`src/rtl/usb_tx_ctrl.sv`:
```
// -----------------------------------------------------------------------------
// usb_tx_ctrl
//   Sequencing controller for the USB TX path. On a packet command from the TX
//   control register it streams SYNC, PID, the payload popped from the data
//   buffer and (optionally) a CRC16 to the byte-level encoder over a
//   valid/ready interface, and reports progress and errors back to the slave.
//
//   Optional feature macro: USB_TX_CRC16_EN
//     defined     -> CRC16 computed over the payload and appended (EOP on CRC_HI)
//     not defined -> no CRC; EOP on the last data byte, or on PID when len = 0
//
// Parameters
//   MAX_PKT  maximum payload length in bytes
//   TIMEOUT  consecutive stall cycles (enc_valid=1, enc_ready=0) before abort
//
// Ports
//   clk                 system clock
//   n_rst               asynchronous active-low reset
//   tx_packet[2:0]      command: 0 none, 1 DATA0, 2 DATA1, 3 ACK, 4 NAK, 5 STALL
//   buffer_occupancy    bytes currently held in the data buffer
//   tx_packet_data      head byte of the data buffer (show-ahead)
//   get_tx_packet_data  pop strobe, high exactly in payload transfer cycles
//   enc_ready           encoder accepts enc_byte this cycle
//   enc_valid           enc_byte is valid
//   enc_byte            byte to encoder (LSB transmitted first)
//   enc_eop             current byte is the last of the packet
//   enc_abort           one-cycle pulse: encoder drops the packet in progress
//   tx_transfer_active  packet in progress
//   tx_error            one-cycle error pulse
// -----------------------------------------------------------------------------
module usb_tx_ctrl #(
   parameter int MAX_PKT = 64,
   parameter int TIMEOUT = 255
) (
   input  logic       clk,
   input  logic       n_rst,
   input  logic [2:0] tx_packet,
   input  logic [6:0] buffer_occupancy,
   input  logic [7:0] tx_packet_data,
   output logic       get_tx_packet_data,
   input  logic       enc_ready,
   output logic       enc_valid,
   output logic [7:0] enc_byte,
   output logic       enc_eop,
   output logic       enc_abort,
   output logic       tx_transfer_active,
   output logic       tx_error
);

`ifdef USB_TX_CRC16_EN
   localparam bit CRC_EN = 1'b1;
`else
   localparam bit CRC_EN = 1'b0;
`endif

   localparam int               STALL_W   = $clog2(TIMEOUT + 1);
   localparam logic [STALL_W-1:0] TIMEOUT_W = STALL_W'(TIMEOUT);
   localparam logic [7:0]       MAX_PKT_W = 8'(MAX_PKT);

   localparam logic [2:0] CMD_DATA0 = 3'd1;
   localparam logic [2:0] CMD_DATA1 = 3'd2;
   localparam logic [2:0] CMD_STALL = 3'd5;

   typedef enum logic [2:0] {
      IDLE, SYNC, PID, DATA, CRC_LO, CRC_HI, ERR, REARM
   } state_t;

   state_t             state_reg, state_next;
   logic [2:0]         cmd_reg, cmd_next;
   logic [6:0]         remain_reg, remain_next;
   logic [STALL_W-1:0] stall_reg, stall_next;
   logic               synced_reg, synced_next;   // SYNC has crossed the interface

   logic               cmd_is_data;
   logic               req_is_data;
   logic [7:0]         pid_byte;
   logic [STALL_W-1:0] stall_inc;

   assign cmd_is_data = (cmd_reg == CMD_DATA0) || (cmd_reg == CMD_DATA1);
   assign req_is_data = (tx_packet == CMD_DATA0) || (tx_packet == CMD_DATA1);
   assign stall_inc   = stall_reg + STALL_W'(1);

   always_comb begin
      pid_byte = 8'h00;
      case (cmd_reg)
         3'd1:    pid_byte = 8'hC3;
         3'd2:    pid_byte = 8'h4B;
         3'd3:    pid_byte = 8'hD2;
         3'd4:    pid_byte = 8'h5A;
         3'd5:    pid_byte = 8'h1E;
         default: pid_byte = 8'h00;
      endcase
   end

`ifdef USB_TX_CRC16_EN
   // Reflected USB CRC16, one stage per payload bit, LSB first.
   logic [15:0] crc_reg;
   logic [15:0] crc_stage [0:8];

   assign crc_stage[0] = crc_reg;

   generate
      for (genvar gi = 0; gi < 8; gi++) begin : g_crc_bit
         assign crc_stage[gi+1] = (crc_stage[gi] >> 1) ^
                                  ((crc_stage[gi][0] ^ tx_packet_data[gi]) ? 16'hA001 : 16'h0000);
      end
   endgenerate

   always_ff @(posedge clk or negedge n_rst) begin
      if (!n_rst) begin
         crc_reg <= 16'hFFFF;
      end else if (state_reg == PID && enc_ready) begin
         crc_reg <= 16'hFFFF;
      end else if (get_tx_packet_data) begin
         crc_reg <= crc_stage[8];
      end
   end
`endif

   always_comb begin
      state_next         = state_reg;
      cmd_next           = cmd_reg;
      remain_next        = remain_reg;
      synced_next        = synced_reg;
      stall_next         = stall_reg;
      enc_valid          = 1'b0;
      enc_byte           = 8'h00;
      enc_eop            = 1'b0;
      enc_abort          = 1'b0;
      tx_error           = 1'b0;
      get_tx_packet_data = 1'b0;
      tx_transfer_active = 1'b0;

      case (state_reg)
         IDLE: begin
            synced_next = 1'b0;
            if (tx_packet != 3'd0) begin
               if (tx_packet > CMD_STALL) begin
                  state_next = ERR;
               end else if (req_is_data && ({1'b0, buffer_occupancy} > MAX_PKT_W)) begin
                  state_next = ERR;
               end else begin
                  cmd_next    = tx_packet;
                  remain_next = req_is_data ? buffer_occupancy : 7'd0;
                  state_next  = SYNC;
               end
            end
         end

         SYNC: begin
            tx_transfer_active = 1'b1;
            enc_valid          = 1'b1;
            enc_byte           = 8'h80;
            if (enc_ready) begin
               synced_next = 1'b1;
               state_next  = PID;
            end
         end

         PID: begin
            tx_transfer_active = 1'b1;
            enc_valid          = 1'b1;
            enc_byte           = pid_byte;
            enc_eop            = !cmd_is_data || (remain_reg == 7'd0 && !CRC_EN);
            if (enc_ready) begin
               if (!cmd_is_data)
                  state_next = REARM;
               else if (remain_reg != 7'd0)
                  state_next = DATA;
               else
                  state_next = CRC_EN ? CRC_LO : REARM;
            end
         end

         DATA: begin
            tx_transfer_active = 1'b1;
            if (buffer_occupancy == 7'd0) begin
               // Buffer ran dry with payload still owed: abandon the packet.
               state_next = ERR;
            end else begin
               enc_valid = 1'b1;
               enc_byte  = tx_packet_data;
               enc_eop   = !CRC_EN && (remain_reg == 7'd1);
               if (enc_ready) begin
                  get_tx_packet_data = 1'b1;
                  remain_next        = remain_reg - 7'd1;
                  if (remain_reg == 7'd1)
                     state_next = CRC_EN ? CRC_LO : REARM;
               end
            end
         end

`ifdef USB_TX_CRC16_EN
         CRC_LO: begin
            tx_transfer_active = 1'b1;
            enc_valid          = 1'b1;
            enc_byte           = ~crc_reg[7:0];
            if (enc_ready)
               state_next = CRC_HI;
         end

         CRC_HI: begin
            tx_transfer_active = 1'b1;
            enc_valid          = 1'b1;
            enc_byte           = ~crc_reg[15:8];
            enc_eop            = 1'b1;
            if (enc_ready)
               state_next = REARM;
         end
`endif

         ERR: begin
            tx_transfer_active = 1'b1;
            tx_error           = 1'b1;
            enc_abort          = synced_reg;
            state_next         = REARM;
         end

         REARM: begin
            // A command left asserted must not start another packet.
            if (tx_packet == 3'd0)
               state_next = IDLE;
         end

         default: state_next = IDLE;
      endcase

      // Stall watchdog: only byte-offering cycles that the encoder refuses count.
      if (enc_valid && !enc_ready) begin
         if (stall_inc == TIMEOUT_W) begin
            state_next = ERR;
            stall_next = '0;
         end else begin
            stall_next = stall_inc;
         end
      end else begin
         stall_next = '0;
      end
   end

   always_ff @(posedge clk or negedge n_rst) begin
      if (!n_rst) begin
         state_reg  <= IDLE;
         cmd_reg    <= 3'd0;
         remain_reg <= 7'd0;
         stall_reg  <= '0;
         synced_reg <= 1'b0;
      end else begin
         state_reg  <= state_next;
         cmd_reg    <= cmd_next;
         remain_reg <= remain_next;
         stall_reg  <= stall_next;
         synced_reg <= synced_next;
      end
   end

endmodule

```
`config.mk`:
```
export PLATFORM = sky130hd
export DESIGN_NAME = usb_tx_ctrl
export DESIGN_NICKNAME = d
export VERILOG_FILES = /design/src/rtl/usb_tx_ctrl.sv
export SDC_FILE = /design/constraint.sdc
export NUM_CORES = 1
export LEC_CHECK = 0
export CORE_MARGIN = 10
export CORE_UTILIZATION = 53
export DETAILED_ROUTE_END_ITERATION = 7
export GPL_ROUTABILITY_DRIVEN = 0
export PLACE_DENSITY = 0.93
export SYNTH_ARGS = -nofsm -noshare
export SYNTH_HDL_FRONTEND = slang
export SYNTH_SLANG_ARGS = --single-unit
export TNS_END_PERCENT = 5
```
`constraint.sdc`:
```
create_clock -name clk -period 4.72 [get_ports clk]
set_input_delay 0.944 -clock clk [delete_from_list [all_inputs] [get_ports clk]]
set_output_delay 0.944 -clock clk [all_outputs]
set_load 0.01 [all_outputs]
```
; ---- Word-level counts from Yosys, hierarchy flattened
; Cells that the tools add are included.
[op_classes]
eq_ne = 20
muxes = 38
bitwise_logic = 2
magnitude_cmp = 2
n_reduce_logical = 20
n_addsub = 2
[ops]
columns = operator, n
row1 = 7-bit 2-to-1 mux, 6
row2 = 8-bit one-hot mux with 5 select lines, 1
row3 = 3-bit 2-to-1 mux, 13
row4 = 8-bit 2-to-1 mux, 3
row5 = 8-bit one-hot mux with 3 select lines, 1
row6 = 3-bit one-hot mux with 6 select lines, 1
row7 = 3-bit by 2-bit equality test with 1-bit output (second input constant), 5
row8 = 7-bit logical NOT, 2
row9 = 7-bit one-hot mux with 2 select lines, 1
row10 = 3-bit equality test (second input constant), 4
row11 = 2-bit inequality test (second input constant), 6
row12 = 3-bit by 1-bit equality test with 1-bit output (second input constant), 3
row13 = 1-bit 2-to-1 mux, 9
row14 = 8-bit by 1-bit adder with 8-bit output (second input constant), 1
row15 = 8-bit equality test (second input constant), 1
row16 = 7-bit by 1-bit equality test with 1-bit output (second input constant), 1
row17 = 7-bit > comparator (second input constant), 1
row18 = 7-bit nonzero test, 1
row19 = 7-bit by 1-bit subtractor with 7-bit output (second input constant), 1
row20 = 3-bit logical NOT, 2
row21 = 1-bit one-hot mux with 2 select lines, 3
row22 = 6-bit AND reduction, 1
row23 = 4-bit AND reduction, 1
row24 = 2-bit nonzero test, 2
row25 = 9 further kinds, 14
[totals]
wordCells = 89
input_bits = 21
register_bits = 22

; ---- Logic depth before layout (Yosys ltp)
; Gate-level depths: netlist (run 1).
[logic_depth]
depth_word = 9
mapped_depth = 7
ltp_nobuf = 6

; ---- Worst setup path before layout (run 1)
; OpenSTA, ideal clock, no wires.
[synth_timing]
kind = input port to output port
start = in buffer_occupancy[3]
end = out enc_eop
setup_slack_ps = 1614
cell_stages = 5
t_required_ps = 3776
arrival_ps = 2162
path_cell_list = or4_4 -> nor4_4 -> nor2_2 -> a22oi_1 -> o21ai_0
[synth_via]
elab_chain_len = 3
[synth_rtl]
columns = item, line
row1 = from (decl), 38  ; input logic [6:0] buffer_occupancy,
row2 = 7-bit logical NOT, 177  ; if (buffer_occupancy == 7'd0) begin
row3 = 1-bit 2-to-1 mux, 177
row4 = 1-bit one-hot mux with 2 select lines, 134  ; case (state_reg)
row5 = to (decl), 44  ; output logic enc_eop,
; Every way passes these cells.

; ---- Final worst setup path (run 1)
; Same ends and word-level chain as after synthesis.

==> flow_summary.yaml, run 1 <==
synth:
  synth_ff_type: "dfrtp_1"
  async_reset_ff_share_pct: 100.0
  syn_nets: 204
  synth_edf_count: 0
  netlist_area_sq_um: 1536
  ys_warn_count: 0
  seq_area_frac_synth_pct: 35.83
  netlist_instances: 178
  synth.avg_cell_area_sq_um: 8.632
  yosysUniqueCellTypes: 48
  synth-seq-cells: 22
setup_path:
  ff2ff_setup_slack_ns: 2.61
  startpoint_type: "input pin"
  cpMostUsedCell: "clkdlybuf4s50_1"
  end_kind: "primary output"
  arrival_ns: 3.15
  path_max_fanout: 10
  crit_chain: "clkdlybuf4s50_1 > or4_4 > nor4_4 > nor2_2 > a22oi_1 > o21ai_0 > clkdlybuf4s50_1"
  crit_type: "in2out"
  slowest_delay_ns: 0.58
  crit_required_ns: 3.78
  cp_slowest_cell: "or4_4"
routing:
  totalWireLength_um: 4093
  routedWlPerCell_um: 17.13
  vias: 1522
  dr.pass1.iters: 6
  post-route-drc-count: 0
  vias_per_cell: 6.368
  ant_nets: 0
  drt_iter0_markers: 191
timing:
  fmax_ghz: 0.2442
  clock_skew_ns: 0.002159
  period_share_pct: 86.76
  slew_violations: 0
  final-setup-viol-count: 0
  rsz0062_at_grt: "no"
  relSlewSlack_pct: 35.54
  hold_viol: 0
  layout_min_cycle_time_ns: 4.095
  tightestPinTransition_ns: 0.9639
  tns_ns: 0
placement:
  numPortBuffers: 34
  dpl.hpwl_um: 3024
clock_network:
  cts_hold_buffers: 0
  cts-root-buf: "clkbuf_4"
  cts.sinks: 22
  tritoncts: "built"
  cts_setup_buffers: 0
  cts_buffer_depth: 2
  clock_insertion_delay_worst_skew_ns: 0.31
  cts_inserted_buffers: 3
  cts_resized: 0
  h-tree-depth: 1
  path_clk_slew_ns: 0.12
run:
  drv_cap: 0
power:
  leakage_nw: 0.7536
  p_total_mw: 1.099
  vdd_ir_drop_max_mv: 0.4795
  power_density_nw_per_um2: 568.9
floorplan:
  io_pins: 35
  dieArea_sq_um: 5452
  die_height_um: 73.84
  placementRows: 19
  coreArea_sq_um: 2758
  initial_utilization_pct: 55.72
  die_x_um: 73.84
cells_and_area:
  layout_commonest_cell: "clkdlybuf4s50_1"
  fin_nets: 235
  final_cell_mix: "clkdlybuf4s50_1, dfrtp_1, nor2_1"
  multi_input_area_sq_um: 927.1
  layout-drive-gt1-share_pct: 8.173
  num_antenna_cells: 0
  n_fill_cell: 218
  areaGrowthSynthToFinish_pct: 25.73
  final-seq-area_sq_um: 550.5
  largest_register_ff_count: 8
grt:
  grt-ovfl-total: 0
  grt_pass1_vias: 1438
  grt_pass1_wl_um: 6720
  grt_start_max_net_pins: 23
  antenna_found_initial: 0
  track_usage_pct: 14.91
worst_hold_path:
  hp-class: "reg2reg"
run_status:
  outcome: "finished, final reports clean"
routing by layer:
metal  track usage, %  share of wire (%)  vias to the layer above  routed length (um)
met1            18.00                 42                      700                1722
met2            25.47                 46                       97                1873
met4            2.899                1.2                        0                  50
li1                 -                  -                      714                   -
met5                0                  0                        -                   0
met3            4.441                 11                       11                 446
critical path: cells and delay by family:
| family | cells | cell delay (ns) |
|---|---|---|
| AOI/OAI and AO/OA | 2 | 0.29 |
| buffers and inverters | 2 | 0.92 |
| and+or+nand+nor | 3 | 1.00 |
synthesized netlist by cell type (2+ instances only):
library cell | number | area share (%)
buf_2 | 2 | 0.65
nand3b_1 | 2 | 0.98
xor2_1 | 3 | 1.7
ha_1 | 5 | 4.1
inv_1 | 6 | 1.5
nor3_1 | 6 | 2.0
buf_1 | 2 | 0.49
nor3b_1 | 4 | 2.0
nor2b_1 | 3 | 1.2
nand2_1 | 13 | 3.2
or2_2 | 2 | 0.81
mux2_2 | 3 | 2.2
a31oi_1 | 3 | 1.2
a311oi_1 | 2 | 1.1
o21ai_0 | 15 | 4.9
a21oi_1 | 15 | 4.9
a32o_1 | 3 | 2.0
nand4_1 | 3 | 1.2
xnor2_1 | 5 | 2.9
nand3_1 | 5 | 1.6
clkbuf_1 | 3 | 0.73
and2_1 | 2 | 0.81
a32oi_1 | 4 | 2.3
nor2_1 | 19 | 4.6
dfrtp_1 | 22 | 36
or3_1 | 4 | 1.6
layout make-up:
class	count	share of cell area [%]
Tap cell	31	2.008
Timing Repair Buffer	34	17.62
Multi-Input combinational cell	142	47.99
Inverter	6	1.166
Clock inverter	1	1.554
Sequential cell	22	28.50
Clock buffer	3	1.166
logic make-up after synthesis:
kind of cell	synth area share, %
AOI/OAI and AO/OA	23.37
xor gates and xnor gates	4.560
adders and majority gates	4.072
buffers and inverters	3.828
DFF	35.83
muxes	2.199
and+or+nand+nor	26.14
metrics by stage:
step | util (%) | instances | hold slack [ns] | setup WS (ns) | instance area [sq um]
2_1_floorplan | - | 178 | 0.4544 | 1.614 | 1536
4_1_cts | 70.05 | 239 | 0.5326 | 0.6221 | 1932
3_5_place_dp | 68.15 | 235 | 0.5037 | 0.6205 | 1879
3_3_place_gp | 68.15 | 235 | 0.4783 | 0.6777 | 1879
6_report | 70.05 | 239 | 0.5282 | 0.6247 | 1932
5_1_grt | 70.05 | 239 | 0.5540 | 0.5201 | 1932
power by group:
part / switching [mW] / internal [mW]
clock: 0.0596 / 0.0859
combinational: 0.311 / 0.291
sequential: 0.102 / 0.250
total: 0.472 / 0.627
worst paths after layout:
check / cells past startpoint / end / start
setup / recovery: 7 / enc_eop / buffer_occupancy[3]
hold / removal: 2 / remain_reg[6] / remain_reg[6]
setup reg to reg: 6 / stall_reg[4] / stall_reg[0]
hold reg to reg: 2 / remain_reg[6] / remain_reg[6]
max in group asynchronous: 1 / remain_reg[1] / n_rst
min in group asynchronous: 1 / synced_reg / n_rst
(Power assumes the default switching activity.)
==> run 2, diff against run 1 <==
- CORE_UTILIZATION: 53 -> 54
- PLACE_DENSITY: 0.93 -> 0.94
==> run 2 against run 1 <==
Compared with the run above:
- combinational power down 1%
- largest power group unchanged
- clock skew up 0.0048 ns
- first-iteration DRC count down 41%
- sequential power down 1%
- worst setup slack better by 0.017 ns
==> flow_summary.yaml, run 2 (same netlist as run 1, synthesis figures left out) <==
run_status:
  outcome: "finished, final reports clean"
routing:
  ant_nets: 0
  dr.pass1.iters: 4
  drt_iter0_markers: 112
  post-route-drc-count: 0
  totalWireLength_um: 3692
  vias: 1451
  vias_per_cell: 6.071
  routedWlPerCell_um: 15.45
timing:
  rsz0062_at_grt: "no"
  whs_ns: 0.5096
  relSlewSlack_pct: 34.52
  period_share_pct: 86.40
  tns_ns: 0
  tightestPinTransition_ns: 0.9792
  slew_violations: 0
  fin_ws_ns: 0.6418
  clock_skew_ns: 0.006985
  hold_viol: 0
  fmax_ghz: 0.2452
  final-setup-viol-count: 0
  layout_min_cycle_time_ns: 4.078
placement:
  placed_cell_area_sq_um: 1879
  placedCellCount: 235
  pre_cts_ws_ns: 0.6422
  dpl.hpwl_um: 2881
  numPortBuffers: 34
power:
  power_density_nw_per_um2: 560.5
  netSwitchingFraction_pct: 42.12
  clockPowerShare_pct: 13.1
  p_int_mw: 0.6267
  p_sw_mw: 0.4560
  leakage_nw: 0.7536
  vdd_ir_drop_max_mv: 0.5609
  p_total_mw: 1.083
  seqPwrFrac_pct: 32.1
  power_frac_comb_pct: 54.8
worst_hold_path:
  hp-class: "reg2reg"
  min_from: "synced_reg"
floorplan:
  die_x_um: 73.34
  placementRows: 19
  die_height_um: 73.34
  io_pins: 35
  dieArea_sq_um: 5379
  initial_utilization_pct: 56.20
  coreArea_sq_um: 2734
setup_path:
  cpMostUsedCell: "clkdlybuf4s50_1"
  crit_chain: "clkdlybuf4s50_1 > or4_4 > nor4_4 > nor2_2 > a22oi_1 > o21ai_0 > clkdlybuf4s50_1"
  crit_type: "in2out"
  end_kind: "primary output"
  startpoint: "buffer_occupancy[3]"
  crit_required_ns: 3.78
  path_max_fanout: 10
  arrival_ns: 3.13
  cp_slowest_cell: "or4_4"
  slowest_delay_ns: 0.58
  rr_startpoint: "stall_reg[0]"
  startpoint_type: "input pin"
cells_and_area:
  final_cell_mix: "clkdlybuf4s50_1, dfrtp_1, nor2_1"
  areaGrowthSynthToFinish_pct: 25.73
  instances_no_fill: 239
  layout_commonest_cell: "clkdlybuf4s50_1"
  n_fill_cell: 219
  final-seq-area_sq_um: 550.5
  largest_register_ff_count: 8
  multi_input_area_sq_um: 927.1
  final_area_sq_um: 1932
  fin_nets: 235
  layout-drive-gt1-share_pct: 8.173
  num_antenna_cells: 0
  fin_util_pct: 70.66
clock_network:
  tritoncts: "built"
  path_clk_slew_ns: 0.12
  cts_setup_buffers: 0
  h-tree-depth: 1
  cts_buffer_depth: 2
  cts_inserted_buffers: 3
  cts_hold_buffers: 0
  cts_resized: 0
  clock_insertion_delay_worst_skew_ns: 0.31
  cts-root-buf: "clkbuf_4"
  cts.sinks: 22
grt:
  grt_busiest_layer: "met2"
  grt_pass1_wl_um: 6272
  track_usage_pct: 13.84
  met1_usage_pct: 17.68
  grt_start_max_net_pins: 23
  grt_pass1_vias: 1440
  grt_util_met3_pct: 3.230
  met2_usage_pct: 22.54
  grt-ovfl-total: 0
  antenna_found_initial: 0
run:
  drv_cap: 0
run 2: cell counts in the layout (fill, tap and decap cells not counted):
No cell type changed its count.
run 2: power groups by stage:
stage	Clock, mW	Combinational [mW]	Sequential (mW)
5_1_grt	0.151	0.659	0.365
2_1_floorplan	0	0.419	0.300
6_report	0.142	0.594	0.347
3_5_place_dp	0	0.591	0.350
4_1_cts	0.145	0.594	0.346
3_3_place_gp	0	0.578	0.346
run 2: final cells by class:
cell class / instances / share of cell area [%]
multi-input combinational: 142 / 47.99
sequential: 22 / 28.50
timing repair buffer: 34 / 17.62
tap: 31 / 2.008
clock inverter: 1 / 1.554
clock buffer: 3 / 1.166
inverter: 6 / 1.166
run 2: per-layer routing:
layer / wire [um] / vias up
li1: - / 722
met1: 1771 / 673
met2: 1594 / 51
met3: 295 / 5
met4: 31 / 0
met5: 0 / -
run 2: critical path, delay by kind of cell:
kind / cells / cell delay (ns)
compound gates: 2 / 0.30
simple gates: 3 / 0.98
buf+inv: 2 / 0.91
run 2: worst paths after layout:
| kind | endpoint | slack, ns | cells after the start |
|---|---|---|---|
| max reg2reg | stall_reg[3] | 2.63 | 6 |
| min in group asynchronous | stall_reg[0] | 1.16 | 1 |
| min reg2reg | synced_reg | 0.51 | 2 |
| max | enc_eop | 0.64 | 7 |
| max in group asynchronous | cmd_reg[0] | 2.96 | 1 |
| min | synced_reg | 0.51 | 2 |
